<file path="src/rtl/uart_tx_param.sv">
// uart_tx_param: parametrised UART transmitter, LSB first, optional parity, 1 or 2 stop bits.
// Define UART_TX_FIFO_EN to queue FIFO_DEPTH words in front of the FSM for back-to-back frames.
module uart_tx_param #(
   parameter int CLK_DIV    = 10414,
   parameter int DATA_BITS  = 8,
   parameter int PARITY     = 0,
   parameter int STOP_BITS  = 1,
   parameter int FIFO_DEPTH = 4
) (
   input  logic                 clk,
   input  logic                 reset_n,
   input  logic                 tx_start,
   input  logic [DATA_BITS-1:0] tx_data,
   output logic                 tx_ready,
   output logic                 tx_busy,
   output logic                 tx_done,
   output logic                 TxD
);

   localparam int CW = $clog2(CLK_DIV);
   localparam logic [CW-1:0] BAUD_LAST = CW'(CLK_DIV - 1);
   localparam logic [CW-1:0] BAUD_PRE  = CW'(CLK_DIV - 2);
   localparam logic [3:0]    DATA_LAST = 4'(DATA_BITS - 1);
   localparam logic [3:0]    STOP_LAST = 4'(STOP_BITS - 1);

   if (CLK_DIV < 2 || DATA_BITS < 5 || DATA_BITS > 9 || PARITY < 0 || PARITY > 2 ||
       STOP_BITS < 1 || STOP_BITS > 2 || FIFO_DEPTH < 2 ||
       (FIFO_DEPTH & (FIFO_DEPTH - 1)) != 0) begin : g_bad_param
      $error("uart_tx_param: illegal parameter value");
   end

   typedef enum logic [2:0] {S_IDLE, S_START, S_DATA, S_PARITY, S_STOP} state_t;

   state_t               state_q, state_d;
   logic [CW-1:0]        baud_q, baud_d;
   logic [3:0]           bit_q, bit_d;
   logic [DATA_BITS-1:0] shift_q, shift_d;
   logic                 par_q, par_d;
   logic                 txd_q, txd_d;
   logic                 done_q, done_d;
   logic                 busy_q, busy_d;
   logic                 bit_end, load, pop, accept, word_avail;
   logic [DATA_BITS-1:0] word_data;

   function automatic logic parity_of(input logic [DATA_BITS-1:0] w);
      return (PARITY == 1) ? ~(^w) : (^w);
   endfunction

`ifdef UART_TX_FIFO_EN
   localparam int AW = $clog2(FIFO_DEPTH);

   logic [DATA_BITS-1:0] mem_q [FIFO_DEPTH];
   logic [AW:0]          wr_q, wr_d, rd_q, rd_d;
   logic                 fifo_full, fifo_empty;

   // Pointers carry one extra wrap bit to tell full from empty.
   assign fifo_empty = (wr_q == rd_q);
   assign fifo_full  = (wr_q[AW] != rd_q[AW]) && (wr_q[AW-1:0] == rd_q[AW-1:0]);
   assign tx_ready   = !fifo_full;
   assign accept     = tx_start && tx_ready;
   assign word_avail = !fifo_empty;
   assign word_data  = mem_q[rd_q[AW-1:0]];

   always_comb begin
      wr_d = accept ? wr_q + (AW+1)'(1) : wr_q;
      rd_d = pop    ? rd_q + (AW+1)'(1) : rd_q;
   end

   always_ff @(posedge clk or negedge reset_n) begin
      if (!reset_n) begin
         wr_q <= '0;
         rd_q <= '0;
      end else begin
         wr_q <= wr_d;
         rd_q <= rd_d;
      end
   end

   always_ff @(posedge clk) begin
      if (accept) mem_q[wr_q[AW-1:0]] <= tx_data;
   end
`else
   logic [DATA_BITS-1:0] hold_q, hold_d;
   logic                 hold_vld_q, hold_vld_d;

   // The held word is handed to the FSM on the next edge, so the block is busy while it waits.
   assign tx_ready   = (state_q == S_IDLE) && !hold_vld_q;
   assign accept     = tx_start && tx_ready;
   assign word_avail = hold_vld_q;
   assign word_data  = hold_q;

   always_comb begin
      hold_d     = hold_q;
      hold_vld_d = hold_vld_q;
      if (accept) begin
         hold_d     = tx_data;
         hold_vld_d = 1'b1;
      end else if (pop) begin
         hold_vld_d = 1'b0;
      end
   end

   always_ff @(posedge clk or negedge reset_n) begin
      if (!reset_n) begin
         hold_q     <= '0;
         hold_vld_q <= 1'b0;
      end else begin
         hold_q     <= hold_d;
         hold_vld_q <= hold_vld_d;
      end
   end
`endif

   assign bit_end = (baud_q == BAUD_LAST);

   always_comb begin
      state_d = state_q;
      baud_d  = bit_end ? '0 : baud_q + CW'(1);
      bit_d   = bit_q;
      shift_d = shift_q;
      par_d   = par_q;
      txd_d   = txd_q;
      done_d  = 1'b0;
      load    = 1'b0;
      pop     = 1'b0;
      unique case (state_q)
         S_IDLE: begin
            baud_d = '0;
            txd_d  = 1'b1;
            load   = word_avail;
         end
         S_START: begin
            if (bit_end) begin
               state_d = S_DATA;
               txd_d   = shift_q[0];
               shift_d = shift_q >> 1;
               bit_d   = '0;
            end
         end
         S_DATA: begin
            if (bit_end) begin
               if (bit_q == DATA_LAST) begin
                  bit_d = '0;
                  if (PARITY != 0) begin
                     state_d = S_PARITY;
                     txd_d   = par_q;
                  end else begin
                     state_d = S_STOP;
                     txd_d   = 1'b1;
                  end
               end else begin
                  bit_d   = bit_q + 4'd1;
                  txd_d   = shift_q[0];
                  shift_d = shift_q >> 1;
               end
            end
         end
         S_PARITY: begin
            if (bit_end) begin
               state_d = S_STOP;
               txd_d   = 1'b1;
            end
         end
         S_STOP: begin
            // Registered, so the pulse lands on the final cycle of the last stop bit.
            if (bit_q == STOP_LAST && baud_q == BAUD_PRE) done_d = 1'b1;
            if (bit_end) begin
               if (bit_q != STOP_LAST) begin
                  bit_d = bit_q + 4'd1;
               end else if (word_avail) begin
                  load = 1'b1;
               end else begin
                  state_d = S_IDLE;
                  txd_d   = 1'b1;
               end
            end
         end
         default: begin
            state_d = S_IDLE;
            txd_d   = 1'b1;
         end
      endcase
      if (load) begin
         pop     = 1'b1;
         state_d = S_START;
         baud_d  = '0;
         bit_d   = '0;
         shift_d = word_data;
         par_d   = parity_of(word_data);
         txd_d   = 1'b0;
      end
      busy_d = (state_d != S_IDLE);
   end

   always_ff @(posedge clk or negedge reset_n) begin
      if (!reset_n) begin
         state_q <= S_IDLE;
         baud_q  <= '0;
         bit_q   <= '0;
         shift_q <= '0;
         par_q   <= 1'b0;
         txd_q   <= 1'b1;
         done_q  <= 1'b0;
         busy_q  <= 1'b0;
      end else begin
         state_q <= state_d;
         baud_q  <= baud_d;
         bit_q   <= bit_d;
         shift_q <= shift_d;
         par_q   <= par_d;
         txd_q   <= txd_d;
         done_q  <= done_d;
         busy_q  <= busy_d;
      end
   end

   assign TxD     = txd_q;
   assign tx_done = done_q;
   assign tx_busy = busy_q;

endmodule

</file>
<file path="config.mk">
export PLATFORM = sky130hd
export DESIGN_NAME = uart_tx_param
export DESIGN_NICKNAME = d
export VERILOG_FILES = /design/src/rtl/uart_tx_param.sv
export SDC_FILE = /design/constraint.sdc
export NUM_CORES = 1
export LEC_CHECK = 0
export ABC_AREA = 0
export BUFFER_PORTS_ARGS = -buffer_cell sky130_fd_sc_hd__buf_2
export CAP_MARGIN = 5
export CELL_PAD_IN_SITES_DETAIL_PLACEMENT = 1
export CELL_PAD_IN_SITES_GLOBAL_PLACEMENT = 1
export CORE_ASPECT_RATIO = 0.6
export CORE_MARGIN = 2
export CORE_UTILIZATION = 25
export CTS_CLUSTER_SIZE = 20
export DETAILED_ROUTE_END_ITERATION = 8
export PLACE_DENSITY = 0.51
export SLEW_MARGIN = 10
export SYNTH_ARGS = -nofsm -noshare
export SYNTH_HDL_FRONTEND = slang
export SYNTH_SLANG_ARGS = --single-unit
</file>
<file path="constraint.sdc">
create_clock -name clk -period 2.6 [get_ports clk]
set_input_delay 0.26 -clock clk [delete_from_list [all_inputs] [get_ports clk]]
set_output_delay 0.26 -clock clk [all_outputs]
set_load 0.01 [all_outputs]
</file>
==> flow_summary.yaml <==
timing:
  grt_setup_unrepaired: "false"
  slew_violations: 0
  whs_ns: 0.132
  fin_crit_sh: 0.859
  maxSlewHeadroom: 0.362
  tightest_slew_ns: 0.957
  period_minus_slack_ns: 2.23
  fin_skew_ns: 0.00814
  hold_viol: 0
  fmax_mhz: 448
  tns_ns: 0
  setup_violations: 0
cts:
  hold_buffers: 0
  clock_latency_ns: 0.28
  clock_sinks: 41
  cts_tree: "yes"
  cts_setup_buffers: 0
  cts-root-buf: "clkbuf_16"
  clkTransAtPathRegs_ns: 0.07
  h-tree-depth: 2
  cts_resized: 0
  numCtsBuffers: 5
  clockBufferDepth: 2
power_and_ir_drop:
  comb_power_share: 0.013
  cell_internal_pwr_mw: 1.20
  pwr-share-clk: 0.554
  swShare: 0.188
  peakVddDrop_mv: 0.350
  p_leak_nw: 1.09
  powerDensity_mw_per_mm2: 597
  seq_power_share: 0.433
  power.switching_mw: 0.277
synth:
  synth_top_area_cell: "dfrtp_1"
  synth_area_leaders: "dfrtp_1, mux2_2, nor2_1"
  synthMuxAreaShare: 0.0845
  synth_fp_nets: 215
  syn_inst: 199
  synth_compound_area_frac: 0.0809
  synth_simple_gate_area_frac: 0.230
  async_flop_share: 1.00
  synth_top_area_frac: 0.483
  synth-main-ff-cell: "dfrtp_1"
  synth_top_family_by_area: "simple AND/OR/NAND/NOR gates"
  synth_cell_types: 43
  ys_seq_area_frac: 0.495
  synth-edff-count: 0
  synth_xor_area_frac: 0.0549
  avgSynthCellArea_um2: 10.4
  ys_seq_elements: 41
  netlist_area_mm2: 0.00207
  synthAdderAreaFrac: 0.0302
  ys_warn_count: 0
route:
  drc: 0
  routed_wl_um: 4640
  dr_total_vias: 1474
  dr.pass1.iters: 4
  drtIter0Drc: 46
  wl_per_cell_um: 14.2
  viasPerCell: 4.52
  ant_nets: 0
floorplan:
  die_x_um: 122
  core_area_mm2: 0.00795
  ios: 15
  start_util: 0.261
  core.rowCount: 25
  fp.dieH_um: 74.5
  die-area_mm2: 0.00906
placed_design:
  io_buffer_count: 14
  place.gp.congestion: 0.727
  place_area_mm2: 0.00227
  dp_hpwl_um: 3320
grt:
  grt_usage: 0.112
  grt_start_max_net_pins: 42
  grt_pass1_wl_um: 7820
  gr-total-overflow: 0
  grt_pass1_vias: 1487
  grt_antenna_before_repair: 0
critical_path:
  worstPathRequired_ns: 2.77
  worst-r2r-cell-count: 7
  cp-end-kind: "flop"
  r2r_slack_ns: 0.37
  arrival_ns: 2.40
  crit_type: "flop to flop"
  rr_endpoint: "bit_q[3]"
  start_kind: "flop"
  cp_max_fo: 6
  worstReg2RegStart: "bit_q[0]"
finish:
  nets: 233
  drive_gt1_frac: 0.206
  area_growth_pct: 19.0
  nFillCells: 924
  finish.utilization: 0.311
  finalInstanceArea_mm2: 0.00247
  n_antenna_cell: 0
run_status:
  status: "complete, no violations"
job:
  cap_viol_max_count: 0
worst_hold_path:
  hp-class: "input pin to asynchronous set/reset pin"
layer usage:
metal / vias to the layer above / share of wire / track usage / routed length (um)
li1: 740 / - / - / -
met1: 711 / 0.61 / 0.189 / 2830
met2: 21 / 0.36 / 0.138 / 1650
met3: 2 / 0.026 / 0.0207 / 122
met4: 0 / 0.0086 / 0.0345 / 40
met5: - / 0 / 0 / 0
final cells by class:
class / instances / area (um2) / area share
Sequential cell: 41 / 1030 / 0.416
Multi-Input combinational cell: 146 / 996 / 0.404
Tap cell: 108 / 135 / 0.0548
Clock buffer: 5 / 125 / 0.0507
Timing Repair Buffer: 17 / 92.6 / 0.0375
Clock inverter: 3 / 68.8 / 0.0279
Inverter: 6 / 22.5 / 0.00913
how the worst max path moves through the flow:
stage | from | to | cells after the start
global route | bit_q[0] | bit_q[3] | 7
CTS | bit_q[0] | shift_q[4] | 6
global placement | bit_q[0] | bit_q[2] | 7
detailed placement | bit_q[0] | bit_q[3] | 7
floorplan | bit_q[0] | bit_q[3] | 7
finish | bit_q[0] | bit_q[3] | 7
registers in the layout (all words and copies together) (netlist names):
name / cells
TxD: 1
baud_q: 14
bit_q: 4
hold_q: 8
hold_vld_q: 1
shift_q: 8
state_q: 3
tx_busy: 1
tx_done: 1
power groups by stage:
stage | Clock [mW] | Sequential [mW] | Combinational (mW)
6_report | 0.817 | 0.638 | 0.0194
5_1_grt | 0.868 | 0.637 | 0.0228
4_1_cts | 0.843 | 0.638 | 0.0208
3_5_place_dp | 0 | 0.650 | 0.0208
3_3_place_gp | 0 | 0.650 | 0.0208
2_1_floorplan | 0 | 0.650 | 0.000153
cell usage in the layout, fill, tap and decap left out, types with 2 or more instances in the layout:
cell,netlist,routed
a21oi_1,5,5
and3_1,4,4
buf_2,1,14
buf_4,1,3
bufinv_16,0,2
clkbuf_16,0,5
dfrtp_1,40,40
ha_1,5,5
inv_1,6,6
mux2_2,8,8
mux2i_1,7,7
nand2_1,10,10
nand2b_1,3,3
nand3_1,16,16
nand3b_1,2,2
nand4_1,4,4
nor2_1,24,24
nor2b_1,2,2
nor3_1,2,2
nor3b_1,3,3
nor4b_1,3,3
o21ai_0,13,13
o21ai_2,3,3
or4_1,2,2
xnor2_1,7,7
xor2_1,6,6
through the flow:
stage	cells	power, mW	setup slack [ns]
after floorplan	199	0.650	0.668
after global placement	318	0.671	0.392
after detailed placement	318	0.671	0.382
after CTS	326	1.50	0.349
after global routing	326	1.53	0.210
final	326	1.47	0.367
kinds of logic after synthesis:
family                   after synthesis
AO/OA/AOI/OAI                         28
XOR/XNOR                              13
adder cells (fa/ha/maj)                5
buffers and inverters                 12
flip-flops                            41
multiplexers                          16
AND/OR/NAND/NOR                       84
Yosys cell counts, drive strengths merged, types with 5 or more instances:
cell and n:
ha 5, mux2 9, nand3 16, nor2 25
nand2 10, mux2i 7, dfrtp 40, inv 6
a21oi 5, xor2 6, o21ai 17, xnor2 7
critical path, cell delays in order, from the launching register on:
cell      delay [ns]
dfrtp_1         0.42
inv_1           0.07
ha_1            0.14
or3b_2          0.51
a211oi_1        0.42
nor2_1          0.19
nor4b_1         0.19
o21a_1          0.18
Note: power is estimated with default switching activity, not from simulation.
